===== config.mk =====
export PLATFORM = sky130hd
export DESIGN_NAME = uart_pkt_deframer
export DESIGN_NICKNAME = d
export VERILOG_FILES = /design/src/rtl/uart_pkg.sv /design/src/rtl/pkt_buf_ram.sv /design/src/rtl/uart_pkt_deframer.sv
export SDC_FILE = /design/constraint.sdc
export NUM_CORES = 1
export LEC_CHECK = 0
export BUFFER_PORTS_ARGS = -buffer_cell sky130_fd_sc_hd__buf_2
export CAP_MARGIN = 20
export CORE_ASPECT_RATIO = 1.25
export CORE_MARGIN = 2
export CORE_UTILIZATION = 35
export CTS_CLUSTER_DIAMETER = 120
export CTS_CLUSTER_SIZE = 16
export DETAILED_ROUTE_END_ITERATION = 12
export HOLD_SLACK_MARGIN = 0.03
export PLACE_DENSITY_LB_ADDON = 0.1
export REMOVE_ABC_BUFFERS = 1
export SLEW_MARGIN = 20
export SYNTH_ARGS = -nofsm -noshare
export SYNTH_HDL_FRONTEND = slang
export SYNTH_SLANG_ARGS = --single-unit

===== constraint.sdc =====
create_clock -name clk -period 3.6 [get_ports clk]
set_clock_uncertainty 0.15 [all_clocks]
set_input_delay 0 -clock clk [delete_from_list [all_inputs] [get_ports clk]]
set_output_delay 0 -clock clk [all_outputs]
set_load 0.01 [all_outputs]

===== src/rtl/uart_pkg.sv =====
// Shared constants for the UART packet deframer: FSM state encodings,
// default start marker and the checksum rule.
package uart_pkg;

  localparam logic [2:0] ST_HUNT    = 3'd0;
  localparam logic [2:0] ST_LEN     = 3'd1;
  localparam logic [2:0] ST_PAYLOAD = 3'd2;
  localparam logic [2:0] ST_CSUM    = 3'd3;
  localparam logic [2:0] ST_DRAIN   = 3'd4;

  localparam logic [7:0] SYNC_BYTE_DEFAULT = 8'hA5;

  // A frame is good when LEN + payload + CSUM wraps to this value.
  localparam logic [7:0] CSUM_GOOD = 8'h00;

  function automatic logic [7:0] csum_add(input logic [7:0] acc, input logic [7:0] b);
    return acc + b;
  endfunction

endpackage


===== src/rtl/pkt_buf_ram.sv =====
// Payload buffer: DEPTH x 8 memory, one synchronous write port and one
// registered read port so it maps onto block RAM.
module pkt_buf_ram #(
  parameter int unsigned DEPTH = 16,
  parameter int unsigned AW    = 4
) (
  input  logic          clk,
  input  logic          wr_en,
  input  logic [AW-1:0] wr_addr,
  input  logic [7:0]    wr_data,
  input  logic [AW-1:0] rd_addr,
  output logic [7:0]    rd_data
);

  logic [7:0] mem_q [DEPTH];
  logic [7:0] rd_data_q;

  always_ff @(posedge clk) begin
    if (wr_en) begin
      mem_q[wr_addr] <= wr_data;
    end
    rd_data_q <= mem_q[rd_addr];
  end

  assign rd_data = rd_data_q;

endmodule


===== src/rtl/uart_pkt_deframer.sv =====
// Deframes SYNC/LEN/payload/CSUM packets from a UART byte stream, verifies the
// checksum and drains the buffered payload over a valid/ready interface.
module uart_pkt_deframer
  import uart_pkg::*;
#(
  parameter int unsigned MAX_LEN     = 16,
  parameter logic [7:0]  SYNC_BYTE   = SYNC_BYTE_DEFAULT,
  parameter int unsigned TIMEOUT_CYC = 52083
) (
  input  logic       clk,
  input  logic       reset,
  input  logic       uart_rx_valid,
  input  logic [7:0] uart_rx_data,
  input  logic       uart_rx_break,
  output logic       pkt_valid,
  input  logic       pkt_ready,
  output logic [7:0] pkt_data,
  output logic       pkt_last,
  output logic [7:0] pkt_len,
  output logic       err_csum,
  output logic       err_len,
  output logic       err_timeout,
  output logic       err_overrun,
  output logic       busy
);

  localparam int unsigned   AW        = (MAX_LEN > 1) ? $clog2(MAX_LEN) : 1;
  localparam int unsigned   TW        = $clog2(TIMEOUT_CYC + 1);
  localparam logic [TW-1:0] TMO_LAST  = TW'(TIMEOUT_CYC - 1);
  localparam logic [7:0]    MAX_LEN_B = 8'(MAX_LEN);

  logic [2:0]    state_q, state_d;
  logic [7:0]    len_q, len_d;
  logic [7:0]    sum_q, sum_d;
  logic [7:0]    idx_q, idx_d;
  logic [TW-1:0] tmo_q, tmo_d;
  logic          err_csum_q, err_csum_d;
  logic          err_len_q, err_len_d;
  logic          err_timeout_q, err_timeout_d;
  logic          err_overrun_q, err_overrun_d;

  logic          wr_en;
  logic [AW-1:0] rd_addr;
  logic [7:0]    rd_data;
  logic          last_byte;

  pkt_buf_ram #(
    .DEPTH (MAX_LEN),
    .AW    (AW)
  ) u_buf (
    .clk     (clk),
    .wr_en   (wr_en),
    .wr_addr (idx_q[AW-1:0]),
    .wr_data (uart_rx_data),
    .rd_addr (rd_addr),
    .rd_data (rd_data)
  );

  assign last_byte = (idx_q == (len_q - 8'd1));

  always_comb begin
    state_d       = state_q;
    len_d         = len_q;
    sum_d         = sum_q;
    idx_d         = idx_q;
    tmo_d         = tmo_q;
    err_csum_d    = 1'b0;
    err_len_d     = 1'b0;
    err_timeout_d = 1'b0;
    err_overrun_d = 1'b0;
    wr_en         = 1'b0;
    // Address 0 is read while waiting for CSUM so byte 0 is ready on DRAIN entry.
    rd_addr       = '0;

    case (state_q)
      ST_HUNT: begin
        tmo_d = '0;
        idx_d = '0;
        if (uart_rx_valid && !uart_rx_break && (uart_rx_data == SYNC_BYTE)) begin
          state_d = ST_LEN;
        end
      end

      ST_LEN, ST_PAYLOAD, ST_CSUM: begin
        if (uart_rx_break) begin
          // Abort silently; a byte in the same cycle is discarded.
          state_d = ST_HUNT;
          tmo_d   = '0;
        end else if (uart_rx_valid) begin
          tmo_d = '0;
          case (state_q)
            ST_LEN: begin
              if ((uart_rx_data == 8'd0) || (uart_rx_data > MAX_LEN_B)) begin
                err_len_d = 1'b1;
                state_d   = ST_HUNT;
              end else begin
                len_d   = uart_rx_data;
                sum_d   = uart_rx_data;
                idx_d   = '0;
                state_d = ST_PAYLOAD;
              end
            end
            ST_PAYLOAD: begin
              wr_en = 1'b1;
              sum_d = csum_add(sum_q, uart_rx_data);
              idx_d = idx_q + 8'd1;
              if (last_byte) begin
                state_d = ST_CSUM;
              end
            end
            default: begin
              if (csum_add(sum_q, uart_rx_data) == CSUM_GOOD) begin
                idx_d   = '0;
                state_d = ST_DRAIN;
              end else begin
                err_csum_d = 1'b1;
                state_d    = ST_HUNT;
              end
            end
          endcase
        end else if (tmo_q == TMO_LAST) begin
          err_timeout_d = 1'b1;
          tmo_d         = '0;
          state_d       = ST_HUNT;
        end else begin
          tmo_d = tmo_q + 1'b1;
        end
      end

      ST_DRAIN: begin
        tmo_d = '0;
        if (uart_rx_valid) begin
          err_overrun_d = 1'b1;
        end
        // Prefetch the next byte on a transfer, otherwise re-read the current one.
        if (pkt_ready) begin
          rd_addr = idx_q[AW-1:0] + AW'(1);
          if (last_byte) begin
            idx_d   = '0;
            state_d = ST_HUNT;
          end else begin
            idx_d = idx_q + 8'd1;
          end
        end else begin
          rd_addr = idx_q[AW-1:0];
        end
      end

      default: begin
        state_d = ST_HUNT;
      end
    endcase
  end

  always_ff @(posedge clk) begin
    if (reset) begin
      state_q       <= ST_HUNT;
      len_q         <= '0;
      sum_q         <= '0;
      idx_q         <= '0;
      tmo_q         <= '0;
      err_csum_q    <= 1'b0;
      err_len_q     <= 1'b0;
      err_timeout_q <= 1'b0;
      err_overrun_q <= 1'b0;
    end else begin
      state_q       <= state_d;
      len_q         <= len_d;
      sum_q         <= sum_d;
      idx_q         <= idx_d;
      tmo_q         <= tmo_d;
      err_csum_q    <= err_csum_d;
      err_len_q     <= err_len_d;
      err_timeout_q <= err_timeout_d;
      err_overrun_q <= err_overrun_d;
    end
  end

  assign pkt_valid   = (state_q == ST_DRAIN);
  assign pkt_data    = pkt_valid ? rd_data : 8'h00;
  assign pkt_last    = pkt_valid && last_byte;
  assign pkt_len     = len_q;
  assign busy        = (state_q != ST_HUNT);
  assign err_csum    = err_csum_q;
  assign err_len     = err_len_q;
  assign err_timeout = err_timeout_q;
  assign err_overrun = err_overrun_q;

endmodule


* After elaboration in Yosys (flattened, before gate mapping)
Memories as Yosys holds them, arrays and structs flattened. A register that Yosys moved wholly into a read port is not among the register bits.
Index checks and enable logic that the tools add are counted.
** Storage, ports and cells
- Flip-flop bits (word level) :: 47
- Bits in writable memories :: 128
- Bits of input ports :: 13
- Output and inout port bits :: 23
- Logic and storage cells :: 99
- Memories kept :: 1
** Operators by class
- Add/subtract/negate cells :: 5
- $lt $le $gt $ge :: 1
- Equal/unequal tests :: 17
- Multiplexer cells :: 38
- Bitwise operators :: 6
- Reduce and logical (&&, ||, !) cells :: 22
** Memories
- u_buf.mem_q :: words 16, bits a word 8, rd ports 1, clocked after Yosys merged registers in 1, wr ports 1, RTL line pkt_buf_ram.sv:15 : logic [7:0] mem_q [DEPTH];
** Operators by type and width (count)
- $mux 8 :: 8
- $mux 16 :: 3
- $pmux 16 s2 :: 1
- $pmux 8 s2 :: 2
- $mux 3 :: 8
- $pmux 8 s3 :: 1
- $add 16x1->16 const B :: 1
- $eq 16x16->1 const B :: 1
- $logic_not 8->1 :: 2
- $reduce_and 5->1 :: 3
- $mux 1 :: 10
- $pmux 3 s3 :: 1
- $add 8x1->8 const B :: 1
- $add 8x8->8 :: 1
- $eq 8x8->1 :: 1
- $eq 8x8->1 const B :: 1
- $gt 8x5->1 const B :: 1
- $mux 4 :: 2
- $ne 2x2->1 const B :: 4
- $ne 4x4->1 const B :: 2
- $sub 8x1->8 const B :: 1
- $eq 3x2->1 const B :: 2
- $not 1->1 :: 6
- $pmux 3 s2 :: 1
- 19 further kinds :: 25

* Longest topological paths before layout
- Depth after elaboration :: 7
- Mapped depth :: 10

* Modules after synthesis
A second synthesis with hierarchy kept.
** Second synthesis, totals
- Cell total of the unflattened synthesis :: 610
- Area total of the unflattened synthesis :: 8246.7 um2
** Modules (own cells, without submodules)
- pkt_buf_ram :: times used 1, cells each 229, area an instance 5147.4 um2, seq. area each 4003.8 um2
- uart_pkt_deframer :: times used 1, cells each 381, area an instance 3099.2 um2, seq. area each 940.9 um2

* Least setup slack after synthesis
No wires, ideal clock.
- Path kind :: flip-flop to flip-flop
- Start :: register sum_q[0]
- End :: register idx_q[0]
- Setup time :: 0.059 ns
- Arrival time :: 2.403 ns
- Path slack :: 0.988 ns
- Stages on the path, launching flop included :: 9
- Buffers on the path :: 0
- Clock period less this slack :: 2.612 ns
- Cells stage by stage :: dfxtp_1 > ha_1 > fa_1 > a211oi_1 > nor2_1 > o311ai_1 > nor3b_2 > a221oi_2 > mux2_2
** On the way
- Cells in the longest elaborated chain, start to end :: 4
** Ends and longest elaborated chain
- from (decl) :: RTL line uart_pkt_deframer.sv:34 : logic [7:0] sum_q, sum_d;
- from (signal assigned) :: RTL line uart_pkt_deframer.sv:169 : sum_q <= sum_d;
- $add 8x8->8 :: RTL line uart_pkg.sv:17 : return acc + b;
- $logic_not 8->1 :: RTL line uart_pkt_deframer.sv:112 : if (csum_add(sum_q, uart_rx_data) == CSUM_GOOD) begin
- $ne 4x4->1 (no line)
- $reduce_and 6->1 (no line)
- to (signal assigned) :: RTL line uart_pkt_deframer.sv:170 : idx_q <= idx_d;
- to (decl) :: RTL line uart_pkt_deframer.sv:35 : logic [7:0] idx_q, idx_d;
Every way passes these cells.
A chain may end at the register's enable or synchronous reset.

* Final worst setup path
Same ends and word-level chain as after synthesis.

==> impl_metrics.tcl <==
set metrics [dict create \
    status "complete, no violations" \
    netlist_top_cells_count "edfxtp_1, mux2i_1, dfxtp_1" \
    pwr_density_cell_nw_per_um2 427.7 \
    cts_buffers 17 \
    groute.usage.overall 0.1661 \
    seqPwrFrac 0.536 \
    seq_area_frac_synth 0.5777 \
    synth_edf_count 128 \
    async_reset_ff_frac 0 \
    setup-violations-final 0 \
    avgSynthCellArea_um2 12.72 \
    cellLeakagePower_nw 4.171 \
    postCtsSetupBuffers 0 \
    ys_seq_elements 183 \
    reg2reg_to "idx_q[0]$_SDFFE_PP0P_" \
    synth_top_area_cell "edfxtp_1" \
    critPathMaxStageDelay_ps 560 \
    design.die.area_um2 25730 \
    rows 64 \
    synth.distinct_cells 75 \
    fin_util 0.4040 \
    post_drt_via_cell_ratio 5.188 \
    route.detailed.drc 0 \
    slew_headroom 0.4348 \
    globalRouteMet3Util 0.02991 \
    antenna_found_initial 0 \
    p_comb_frac 0.029 \
    cp_slowest_cell "o311ai_1" \
    ios 36 \
    placed_area_um2 9102 \
    min_to "state_q[0]$_SDFFE_PP0P_" \
    ir_worst_vdd_mv 0.3336 \
    hold_slack_ps 88.18 \
    initial_core_util 0.3528 \
    min_from "pkt_ready" \
    finalNetCount 750 \
    final_area_um2 9802 \
    arrival_ps 3330 \
    worst_pin_slew_ps 847.8 \
    synth_flop_cell "edfxtp_1" \
    drive_gt1_frac 0.1388 \
    hold_viol_final 0 \
    syn_inst 673 \
    gp_congestion 0.8368 \
    crit_chain "ha_1, fa_1, a211oi_1, nor2_1, o311ai_1, nor3b_2, a221oi_2, mux2_2" \
    end_kind "flip-flop" \
    root_buffer "clkbuf_16" \
    htreeDepth 4 \
    grt_pass1_wl_mm 31.88 \
    power_mw 4.192 \
    insertion_delay_ps 430 \
    cts_tree "built" \
    wl_per_cell_um 19.00 \
    grt_pass1_vias 5539 \
    port_buffers 35 \
    syn_area_um2 8559 \
    rr_worst_depth 8 \
    yosysWarnings 0 \
    rsz0062_at_grt "false" \
    synthToLayoutAreaGrowth_pct 14.52 \
    whs_path_depth 5 \
    grt_max_degree 42 \
    critPathLaunchType "flip-flop" \
    grt-busiest-layer "met2" \
    max_cap_viol_count 0 \
    n_antenna_cell 0 \
    gr-total-overflow 0 \
    drtIter0Drc 243 \
    yosysMostFrequentCell "edfxtp_1" \
    die_w_um 143.9 \
    p_sw_mw 0.9799 \
    clock_power_share 0.435 \
    path_max_fanout 6 \
    met1_usage 0.2046 \
    use_met2 0.2952 \
    path_delay_family "compound AO/OA/AOI/OAI gates" \
    clk_pin_slew_ps 70 \
    post-place-cells 1021 \
    hold_class "in2reg" \
    netlist.area_leader.share 0.4491 \
    cts_buffer_depth 2 \
    vias 5525 \
    final_max_slew_viol_count 0 \
    power.internal_mw 3.212 \
    firstDrtPassIters 5 \
    fin_crit_sh 0.8637 \
    synthTopCellsByArea "edfxtp_1, mux2i_1, dfxtp_1, ha_1, and2_1" \
    r2r_slack_ps 490 \
    hpwl_mm 13.51 \
    crit_required_ps 3820 \
    r2r_start "sum_q[0]$_SDFFE_PP0P_" \
    timing.critical_path.buf_inv 0 \
    drtAntennaViolNets 0 \
    drt_wl_total_mm 20.23 \
    cts.sinks 183 \
    max_freq_ghz 0.3216 \
    coreArea_um2 24260 \
    stdcell_count 1065 \
    path_class "reg2reg" \
    swShare 0.2338 \
    die_height_um 178.8 \
    layout_min_cycle_time_ps 3109 \
]
==> worst reg2reg max path, cell delays in order (launching register included) <==
cell	delay [ps]
dfxtp_1	320
ha_1	220
fa_1	410
a211oi_1	330
nor2_1	140
o311ai_1	560
nor3b_2	120
a221oi_2	550
mux2_2	260
==> per-layer routing <==
metal,vias up,routed length [um]
met3,23,575
met4,0,316
met5,-,0
met2,112,10590
li1,2682,-
met1,2708,8748
==> repair_timing <==
| item | CTS | global route |
|---|---|---|
| resized for setup | 0 | 0 |
| hold buffers | 12 | 0 |
| endpoints found under the hold margin | 152 | 0 |
==> metrics by stage <==
| stage | worst slack [ps] | setup TNS, ps |
|---|---|---|
| 2_1_floorplan | -20.96 | -167.7 |
| 3_3_place_gp | 642.7 | 0 |
| 3_5_place_dp | 522.3 | 0 |
| 4_1_cts | 512.5 | 0 |
| 5_1_grt | 335.5 | 0 |
| 6_report | 490.7 | 0 |
==> worst max-delay path by stage <==
stage | startpoint | endpoint | slack (ps) | cells past startpoint
2_1_floorplan | state_q[0]$_SDFFE_PP0P_ | u_buf.rd_data[0]$_DFF_P_ | -20 | 8
3_3_place_gp | sum_q[0]$_SDFFE_PP0P_ | idx_q[0]$_SDFFE_PP0P_ | 640 | 8
3_5_place_dp | sum_q[0]$_SDFFE_PP0P_ | idx_q[0]$_SDFFE_PP0P_ | 520 | 8
4_1_cts | sum_q[0]$_SDFFE_PP0P_ | idx_q[0]$_SDFFE_PP0P_ | 510 | 8
5_1_grt | sum_q[0]$_SDFFE_PP0P_ | idx_q[0]$_SDFFE_PP0P_ | 340 | 8
6_report | sum_q[0]$_SDFFE_PP0P_ | idx_q[0]$_SDFFE_PP0P_ | 490 | 8
==> logic make-up after synthesis <==
group | share of synthesized area
flip-flops | 0.5777
adder cells (fa/ha/maj) | 0.02280
AO/OA/AOI/OAI | 0.08566
multiplexers | 0.1440
XOR/XNOR | 0.01491
buffers and inverters | 0.02047
AND/OR/NAND/NOR | 0.1345
==> registers in the layout, summed over array words and instances (netlist names) <==
register	count
idx_q	8
err_timeout	1
u_buf.rd_data	8
err_len	1
u_buf.mem_q	128
pkt_len	8
err_csum	1
tmo_q	16
err_overrun	1
sum_q	8
state_q	3
==> layout make-up <==
type | count | area (um2)
timing repair buffer | 56 | 375.4
clock buffer | 17 | 425.4
sequential | 183 | 4945
fill | 2281 | 14460
tap | 330 | 412.9
multi-input combinational | 454 | 3450
inverter | 10 | 40.04
clock inverter | 15 | 153.9
==> cells in the final DEF, fill, tap and decap left out, drive strengths merged, types with 5 or more instances in the layout <==
cell type	Yosys	final
a21oi	32	32
clkinv	0	5
ha	14	14
and2	27	27
nand4	7	7
xor2	5	5
nand3b	6	6
xnor2	7	7
buf	10	44
nand3	8	8
and3	18	18
o21ai	23	23
edfxtp	128	128
nor3b	13	13
dfxtp	55	55
a311oi	8	8
a31oi	7	7
nor3	11	11
nor2	36	36
nand2	38	38
dlygate4sd3	0	12
mux2i	122	122
inv	10	18
clkbuf	16	17
or4	6	6
==> power by group through the flow <==
stage / logic (mW) / registers, mW / clock network (mW)
floorplan: 0.0456 / 2.30 / 0
global placement: 0.109 / 2.30 / 0
detailed placement: 0.112 / 2.30 / 0
CTS: 0.121 / 2.25 / 1.89
global route: 0.133 / 2.25 / 1.97
finish: 0.121 / 2.25 / 1.82
No activity file was read; power rests on OpenSTA's default activity.
